<file path="src/rtl/iob_iob2axi_read_split_pkg.sv">
// Shared definitions for the IOB-to-AXI read burst splitter.
package iob_iob2axi_read_split_pkg;

  // Splitter control states
  typedef enum logic [1:0] {
    IDLE  = 2'd0,
    CALC  = 2'd1,
    ISSUE = 2'd2,
    WAIT  = 2'd3
  } state_t;

  // AXI bursts must not cross a 4 KB page: 12 low address bits
  localparam int BOUND_W     = 12;
  localparam int BOUND_BYTES = 1 << BOUND_W;

  // Largest of three widths, used to size intermediate comparisons
  function automatic int max3(input int a, input int b, input int c);
    int m;
    m = a;
    if (b > m) m = b;
    if (c > m) m = c;
    return m;
  endfunction

endpackage

</file>
<file path="src/rtl/iob_iob2axi_burst_len.sv">
// Beat count of the next burst: the smallest of the beats still to read,
// the AXI maximum burst length and the beats left before the 4 KB page end.
module iob_iob2axi_burst_len
  import iob_iob2axi_read_split_pkg::*;
#(
  parameter int DATA_W    = 32,
  parameter int AXI_LEN_W = 8,
  parameter int NWORDS_W  = 24
) (
  input  logic [NWORDS_W:0]  remaining_i,
  input  logic [BOUND_W-1:0] addr_lo_i,
  output logic [NWORDS_W:0]  beats_o
);

  localparam int OFF_W = $clog2(DATA_W / 8);
  localparam int CW    = max3(NWORDS_W + 1, AXI_LEN_W + 1, BOUND_W + 1);

  logic [BOUND_W:0] room_bytes;
  logic [CW-1:0]    rem_w;
  logic [CW-1:0]    maxb_w;
  logic [CW-1:0]    room_w;
  logic [CW-1:0]    min_w;

  // Minimum of the three limits, computed wide enough that MAXB never truncates
  always_comb begin
    room_bytes = (BOUND_W + 1)'(BOUND_BYTES) - {1'b0, addr_lo_i};
    rem_w      = CW'(remaining_i);
    maxb_w     = CW'(1) << AXI_LEN_W;
    room_w     = CW'(room_bytes >> OFF_W);
    min_w      = rem_w;
    if (maxb_w < min_w) min_w = maxb_w;
    if (room_w < min_w) min_w = room_w;
    beats_o    = (NWORDS_W + 1)'(min_w);
  end

endmodule

</file>
<file path="src/rtl/iob_iob2axi_read_split.sv">
// Splits a linear read of nwords beats into AXI-legal bursts (at most
// 2^AXI_LEN_W beats, never crossing a 4 KB page) and hands them one at a
// time to a downstream read engine using a run/ready handshake.
module iob_iob2axi_read_split
  import iob_iob2axi_read_split_pkg::*;
#(
  parameter int ADDR_W    = 32,
  parameter int DATA_W    = 32,
  parameter int AXI_LEN_W = 8,
  parameter int NWORDS_W  = 24
) (
  input  logic                 clk_i,
  input  logic                 arst_n_i,
  input  logic                 start_i,
  input  logic [ADDR_W-1:0]    base_addr_i,
  input  logic [NWORDS_W-1:0]  nwords_i,
  input  logic                 abort_i,
  output logic                 busy_o,
  output logic                 done_o,
  output logic                 error_o,
  output logic                 run_o,
  output logic [ADDR_W-1:0]    addr_o,
  output logic [AXI_LEN_W-1:0] length_o,
  input  logic                 ready_i,
  input  logic                 error_i
);

  localparam int                OFF_W      = $clog2(DATA_W / 8);
  localparam logic [ADDR_W-1:0] ALIGN_MASK = ~ADDR_W'(DATA_W / 8 - 1);

  state_t               state_q;
  logic [ADDR_W-1:0]    addr_q;
  logic [NWORDS_W:0]    rem_q;
  logic [NWORDS_W:0]    beats_q;
  logic                 abort_q;
  logic                 busy_q;
  logic                 done_q;
  logic                 error_q;
  logic                 run_q;
  logic [ADDR_W-1:0]    addr_o_q;
  logic [AXI_LEN_W-1:0] len_q;

  logic [NWORDS_W:0]    beats_d;
  logic [AXI_LEN_W-1:0] len_d;
  logic [ADDR_W-1:0]    addr_d;
  logic [NWORDS_W:0]    rem_d;

  iob_iob2axi_burst_len #(
    .DATA_W   (DATA_W),
    .AXI_LEN_W(AXI_LEN_W),
    .NWORDS_W (NWORDS_W)
  ) u_burst_len (
    .remaining_i(rem_q),
    .addr_lo_i  (addr_q[BOUND_W-1:0]),
    .beats_o    (beats_d)
  );

  // Burst field for the next request, and the pointers after the current burst
  always_comb begin
    len_d  = AXI_LEN_W'(beats_d - (NWORDS_W + 1)'(1));
    addr_d = addr_q + (ADDR_W'(beats_q) << OFF_W);
    rem_d  = rem_q - beats_q;
  end

  // Control FSM; every output is a register updated on state transitions
  always_ff @(posedge clk_i or negedge arst_n_i) begin
    if (!arst_n_i) begin
      state_q  <= IDLE;
      addr_q   <= '0;
      rem_q    <= '0;
      beats_q  <= '0;
      abort_q  <= 1'b0;
      busy_q   <= 1'b0;
      done_q   <= 1'b0;
      error_q  <= 1'b0;
      run_q    <= 1'b0;
      addr_o_q <= '0;
      len_q    <= '0;
    end else begin
      done_q <= 1'b0;
      if ((state_q != IDLE) && abort_i) abort_q <= 1'b1;
      case (state_q)
        IDLE: begin
          abort_q <= 1'b0;
          if (start_i) begin
            error_q <= 1'b0;
            if (nwords_i != '0) begin
              addr_q  <= base_addr_i & ALIGN_MASK;
              rem_q   <= {1'b0, nwords_i};
              busy_q  <= 1'b1;
              state_q <= CALC;
            end else begin
              done_q <= 1'b1;
            end
          end
        end
        CALC: begin
          beats_q  <= beats_d;
          addr_o_q <= addr_q;
          len_q    <= len_d;
          run_q    <= 1'b1;
          state_q  <= ISSUE;
        end
        ISSUE: begin
          // Engine dropping ready is taken as acceptance of the burst
          if (!ready_i) begin
            run_q   <= 1'b0;
            state_q <= WAIT;
          end
        end
        WAIT: begin
          if (ready_i) begin
            error_q <= error_q | error_i;
            addr_q  <= addr_d;
            rem_q   <= rem_d;
            if ((rem_d == '0) || error_i || abort_q || abort_i) begin
              busy_q  <= 1'b0;
              done_q  <= 1'b1;
              abort_q <= 1'b0;
              state_q <= IDLE;
            end else begin
              state_q <= CALC;
            end
          end
        end
        default: state_q <= IDLE;
      endcase
    end
  end

  assign busy_o   = busy_q;
  assign done_o   = done_q;
  assign error_o  = error_q;
  assign run_o    = run_q;
  assign addr_o   = addr_o_q;
  assign length_o = len_q;

endmodule
</file>
<file path="config.mk">
export PLATFORM = sky130hd
export DESIGN_NAME = iob_iob2axi_read_split
export DESIGN_NICKNAME = d
export VERILOG_FILES = /design/src/rtl/iob_iob2axi_read_split_pkg.sv /design/src/rtl/iob_iob2axi_burst_len.sv /design/src/rtl/iob_iob2axi_read_split.sv
export SDC_FILE = /design/constraint.sdc
export NUM_CORES = 1
export LEC_CHECK = 0
export ABC_AREA = 1
export ABC_CLOCK_PERIOD_IN_PS = 2750
export CAP_MARGIN = 20
export CELL_PAD_IN_SITES_DETAIL_PLACEMENT = 1
export CELL_PAD_IN_SITES_GLOBAL_PLACEMENT = 1
export CORE_MARGIN = 1
export CORE_UTILIZATION = 37
export DETAILED_ROUTE_END_ITERATION = 10
export MAX_ROUTING_LAYER = met4
export PLACE_DENSITY = 0.75
export SETUP_SLACK_MARGIN = 0.05
export SYNTH_ARGS = -nofsm -noshare
export SYNTH_HDL_FRONTEND = slang
export SYNTH_SLANG_ARGS = --single-unit
</file>
<file path="constraint.sdc">
create_clock -name clk_i -period 2.75 [get_ports clk_i]
set_input_delay 0.275 -clock clk_i [delete_from_list [all_inputs] [get_ports clk_i]]
set_output_delay 0.275 -clock clk_i [all_outputs]
set_load 0.03 [all_outputs]
</file>
# After elaboration in Yosys (flattened, before gate mapping)
# Cells that the tools add are included.
totals:
  out_inout_bits: 44
  word_cells: 76
  mem_bits_ro: 0
  latchBits: 0
  mem_bits_rw: 0
  regBits: 129
  memories: 0
  input_bits: 62
op_classes:
  mul: 0
  bitwise: 1
  div_mod_pow: 0
  shift: 0
  n_mux: 35
  magnitude_cmp: 2
  n_reduce_logical: 15
  add_sub_neg: 4
  n_eq_ne: 8
ops:
  columns: ["op", "count"]
  rows:
  - ["two-way mux 25 bit", 5]
  - ["two-way mux 32 bit", 3]
  - ["case mux 32 bit (2 select lines)", 1]
  - ["case mux 25 bit (2 select lines)", 1]
  - ["adder 32 x 27 -> 32 bit", 1]
  - ["logical NOT 25 bit", 1]
  - ["< comparator 11 x 25 -> 1 bit", 1]
  - ["< comparator 9 x 25 -> 1 bit, first input constant", 1]
  - ["subtractor 25 bit", 1]
  - ["nonzero test 24 bit", 1]
  - ["two-way mux 1 bit", 15]
  - ["subtractor 13 x 12 -> 13 bit, first input constant", 1]
  - ["inequality test 2 bit, second input constant", 5]
  - ["case mux 1 bit (2 select lines)", 5]
  - ["two-way mux 2 bit", 4]
  - ["case mux 2 bit (4 select lines)", 1]
  - ["AND reduction 4 bit", 2]
  - ["subtractor 8 x 1 -> 8 bit, second input constant", 1]
  - ["nonzero test 2 bit", 3]
  - ["AND reduction 5 bit", 1]
  - ["== test 2 bit, second input constant", 2]
  - ["logical OR 1 bit", 3]
  - ["AND reduction 3 bit", 1]
  - ["== test 2 x 1 -> 1 bit, second input constant", 1]
  - ["4 further kinds", 4]

# Longest topological paths before layout
depth:
  ltp_word: 8
  ltp_mapped: 26
  ltp_nobuf: 25

# Hierarchy
# Synthesis repeated with hierarchy kept, for this count alone.
unflattened:
  hier_cells: 1334
  hier_area_um2: 9409.0
modules_own_cells:
  columns: ["mod", "area_per_inst_um2", "seq_area_each_um2", "n_inst", "cells_each"]
  rows:
  - ["iob_iob2axi_read_split", 8506.9, 3128.0, 1, 1164]
  - ["iob_iob2axi_burst_len", 902.1, 0.0, 1, 170]

# Worst setup path after synthesis
# Ideal clock, no wire load.
synth_path:
  path_type: "reg2reg"
  from: "register addr_q[3]"
  to: "register len_q[6] (netlist: length_o[6])"
  setup_ps: 117
  required_ps: 2633
  stages_incl_launch_ff: 26
  setup_slack_ps: -237
  t_arrival_ps: 2870
  period_less_slack_ps: 2987
  n_path_buf: 1
  cell_sequence: "dfrtp_1 > inv_1 > ha_1 > nand3_1 > nor2_1 > nand4_1 > and2_1 > ha_1 > nand2_1 > inv_1 > nand3_1 > inv_1 > a21oi_1 > nand2_2 > nand2_4 > nand2_4 > buf_6 > nand2_1 > nand2_2 > ha_1 > nand2_1 > nor2_1 > nand2_2 > nand2_1 > nand2_1 > nand2_1"
synth_via:
  elab_chain_cells: 4
synth_rtl:
  columns: ["element", "line", "source"]
  rows:
  - ["from (decl)", "iob_iob2axi_read_split.sv:32", "logic [ADDR_W-1:0] addr_q;"]
  - ["from (signal assigned)", "iob_iob2axi_read_split.sv:88", "addr_q <= base_addr_i & ALIGN_MASK;"]
  - ["from (signal assigned)", "iob_iob2axi_read_split.sv:114", "addr_q <= addr_d;"]
  - ["subtractor 13 x 12 -> 13 bit *", "iob_iob2axi_burst_len.sv:26", "room_bytes = (BOUND_W + 1)'(BOUND_BYTES) - {1'b0, addr_lo_i};"]
  - ["< comparator 11 x 25 -> 1 bit", "iob_iob2axi_burst_len.sv:32", "if (room_w < min_w) min_w = room_w;"]
  - ["two-way mux 25 bit *", "iob_iob2axi_burst_len.sv:32", null]
  - ["subtractor 8 x 1 -> 8 bit *", "iob_iob2axi_read_split.sv:60", "len_d = AXI_LEN_W'(beats_d - (NWORDS_W + 1)'(1));"]
  - ["to (signal assigned)", "iob_iob2axi_read_split.sv:100", "len_q <= len_d;"]
  - ["to (decl)", "iob_iob2axi_read_split.sv:41", "logic [AXI_LEN_W-1:0] len_q;"]
# Mark *: on every way between the ends. The rest lies on a longest branch, timed or not.
# A chain may end at the register's enable or synchronous reset.

# Final worst setup path
layout_path:
  from: "register rem_q[18]"
  to: "register len_q[6] (netlist: length_o[6])"
layout_via:
  elab_chain_cells: 5
layout_rtl:
  columns: ["element", "line", "source"]
  rows:
  - ["from (decl)", "iob_iob2axi_read_split.sv:33", "logic [NWORDS_W:0] rem_q;"]
  - ["from (signal assigned)", "iob_iob2axi_read_split.sv:89", "rem_q <= {1'b0, nwords_i};"]
  - ["from (signal assigned)", "iob_iob2axi_read_split.sv:115", "rem_q <= rem_d;"]
  - ["< comparator 9 x 25 -> 1 bit", "iob_iob2axi_burst_len.sv:31", "if (maxb_w < min_w) min_w = maxb_w;"]
  - ["two-way mux 25 bit *", "iob_iob2axi_burst_len.sv:31", null]
  - ["< comparator 11 x 25 -> 1 bit", "iob_iob2axi_burst_len.sv:32", null]
  - ["two-way mux 25 bit *", "iob_iob2axi_burst_len.sv:32", null]
  - ["subtractor 8 x 1 -> 8 bit *", "iob_iob2axi_read_split.sv:60", null]
# Marked as above.

==> summary.txt <==
status - finished with violations
failing checks - negative setup slack
htree depth - 4
layout cells sized above 1 - 20.4%
Critical Path AT - 3.68 ns
top post-synthesis cells by area - dfrtp_1 (34%), nand2_1 (18%), ha_1 (9.0%)
RSZ-0062 raised after global routing - yes
Crit path max-delay family - simple AND/OR/NAND/NOR gates
antenna violations before repair - 0
critical path launch point type - register
vias in the first global route - 10622
#FFs+latches synth - 125
max incr delay on CP - 0.39 ns
worst hold slack - 0.337 ns
measured slew at the worst slew-check pin - 0.626 ns
area growth from synthesis to layout - 38.5%
via count - 10311
Initial DRC Count - 781
final cell count without fillers - 1901
clk buf depth - 2
Ys Warns - 0
Layout Skew - 0.0126 ns
crit share post-route - 122%
Hold/Removal Path Class - in -> async
number of max-cap violations - 0
total CTS buffers - 17
Max Freq - 299 MHz
fin nets - 1694
Clock transition at path regs - 0.07 ns
Avg WL per Cell - 19.8 um
peak supply drop - 0.535 mV
Final Core Density - 52.1%
Synth Flop Type - dfrtp_1
Inst Count DP - 1840
largest net degree at the start of global routing - 54
drt total wl - 37.6 mm
worst path buffer plus inverter count - 4
Worst Path Required - 3.08 ns
Pins Over Slew Limit - 0
Crit Path Category - reg -> reg
core area - 0.0243 sq mm
clk sink count - 125
count leader, synth - nand2_1
cell area after layout - 0.0127 sq mm
critical path fanouts, max - 4
routability cong. - 0.906
Post-Syn Area - 0.00916 sq mm
top cells by count, synth - nand2_1 (428), inv_1 (159), dfrtp_1 (125)
First-pass DRT Iterations - 5
DIE AREA - 0.0254 sq mm
Die W - 159 um
cells after synthesis - 1326
final hold vios - 0
DRC Markers - 0
Antenna Cells - 0
pwr/cell area - 1500 mW/mm^2
first-pass GRT wire length - 56.1 mm
Post-synth EDFFs - 0
starting density of the core - 37.6%
via density per instance - 5.42
CTS tree - built
port bufs - 101
Lkg Pwr - 0.00635 uW
DPL Wire Length - 26.1 mm
GRT Util Overall - 29.2%
Synth cell types - 54
sequential share of the synthesized area - 34.2%
Async SR Flop Fraction - 100%
Period minus WS final - 3.35 ns
floorplan row count - 57
Crit. End Element - register
antenna-violating nets left - 0
root buf cell - clkbuf_16
slowest library cell on the worst path - dfrtp_1
# IOs - 106
Slew headroom - 58.2%
endpoints failing setup - 22
setup ws final - -0.600 ns
Die Ht - 159 um
Cell Area, Placed - 0.0114 sq mm
total grt overflow - 0
Mean Syn Cell Area - 6.91 sq um
Worst-Skew Late Latency - 0.44 ns
post-synth top area share - 34.2%
largest area contributor in the netlist - dfrtp_1
[cells in the final DEF, fill, tap and decap left out, types with 12 or more instances in the layout]
cell type and count:
a21oi_1 70, buf_4 136, clkbuf_16 17, clkdlybuf4s50_1 100
dfrtp_1 124, ha_1 50, inv_1 148, inv_2 14
nand2_1 404, nand2_2 29, nand2_4 12, nand3_1 82
nand4_1 17, nor2_1 100, nor2_2 13, nor3_1 12
o211ai_1 15, o21ai_0 49, o21ai_1 13
[power breakdown]
| part | switching, uW | leakage [uW] | internal, uW |
|---|---|---|---|
| sequential | 619 | 0.00156 | 2650 |
| clock | 998 | 0.000279 | 1350 |
| combinational | 8190 | 0.00452 | 5160 |
[routing by layer]
metal	up-vias	global-route usage (%)	share of wire [%]
met4	0	10.3	3.5
met5	-	-	0
met1	5045	36.4	43
met2	368	48.4	48
met3	114	3.93	5.8
li1	4784	-	-
[per-stage QoR]
step | worst slack, ns | total power (uW) | setup TNS [ns]
2_1_floorplan | -0.0797 | 10200 | -0.187
5_1_grt | -0.686 | 20200 | -9.68
3_5_place_dp | -0.476 | 14700 | -5.72
4_1_cts | -0.240 | 17800 | -1.95
3_3_place_gp | -0.369 | 14200 | -3.52
6_report | -0.600 | 19000 | -7.48
[final timing paths]
path,slack [ns],end,cells after the start,start
max in group asynchronous,1.64,state_q[0],3,arst_n_i
hold reg to reg,0.47,addr_o[24],2,addr_o[24]
min in group clk_i,0.42,addr_q[3],3,base_addr_i[3]
setup / recovery,-0.60,length_o[6],25,rem_q[18]
setup reg to reg,-0.60,length_o[6],25,rem_q[18]
hold / removal,0.34,addr_o[5],2,arst_n_i
[layout make-up]
class	count	area [sq um]
multi-input combinational	1005	5720
fill	3046	11600
clock inverter	14	160
clock buffer	18	429
sequential	125	3130
tap	324	405
timing repair buffer	250	2210
inverter	165	626
[logic make-up (layout without fill, tap and decap cells)]
logic type | after synthesis | count (layout) | synth area share [%]
adder cells (fa/ha/maj) | 68 | 68 | 9.46
other | 2 | 4 | 0.0820
buffers and inverters | 198 | 447 | 8.81
XOR/XNOR | 13 | 13 | 1.24
flip-flops | 125 | 125 | 34.2
AND/OR/NAND/NOR | 707 | 707 | 32.6
AO/OA/AOI/OAI | 213 | 213 | 13.7
[repair_timing]
item / CTS / global route
gates resized for setup: 71 / 51
setup buffers: 20 / 8
hold endpoints to repair: 45 / 0
endpoints found under the setup margin: 52 / 73
hold buffers: 1 / 0
pin swaps: 36 / 13
[registers in the layout, indices dropped and copies added, names as in the netlist, 2 cells and up]
name and cells:
addr_q 30, length_o 8, addr_o 30, beats_q 25, state_q 2, rem_q 25
No activity file was read; power rests on OpenSTA's default activity.
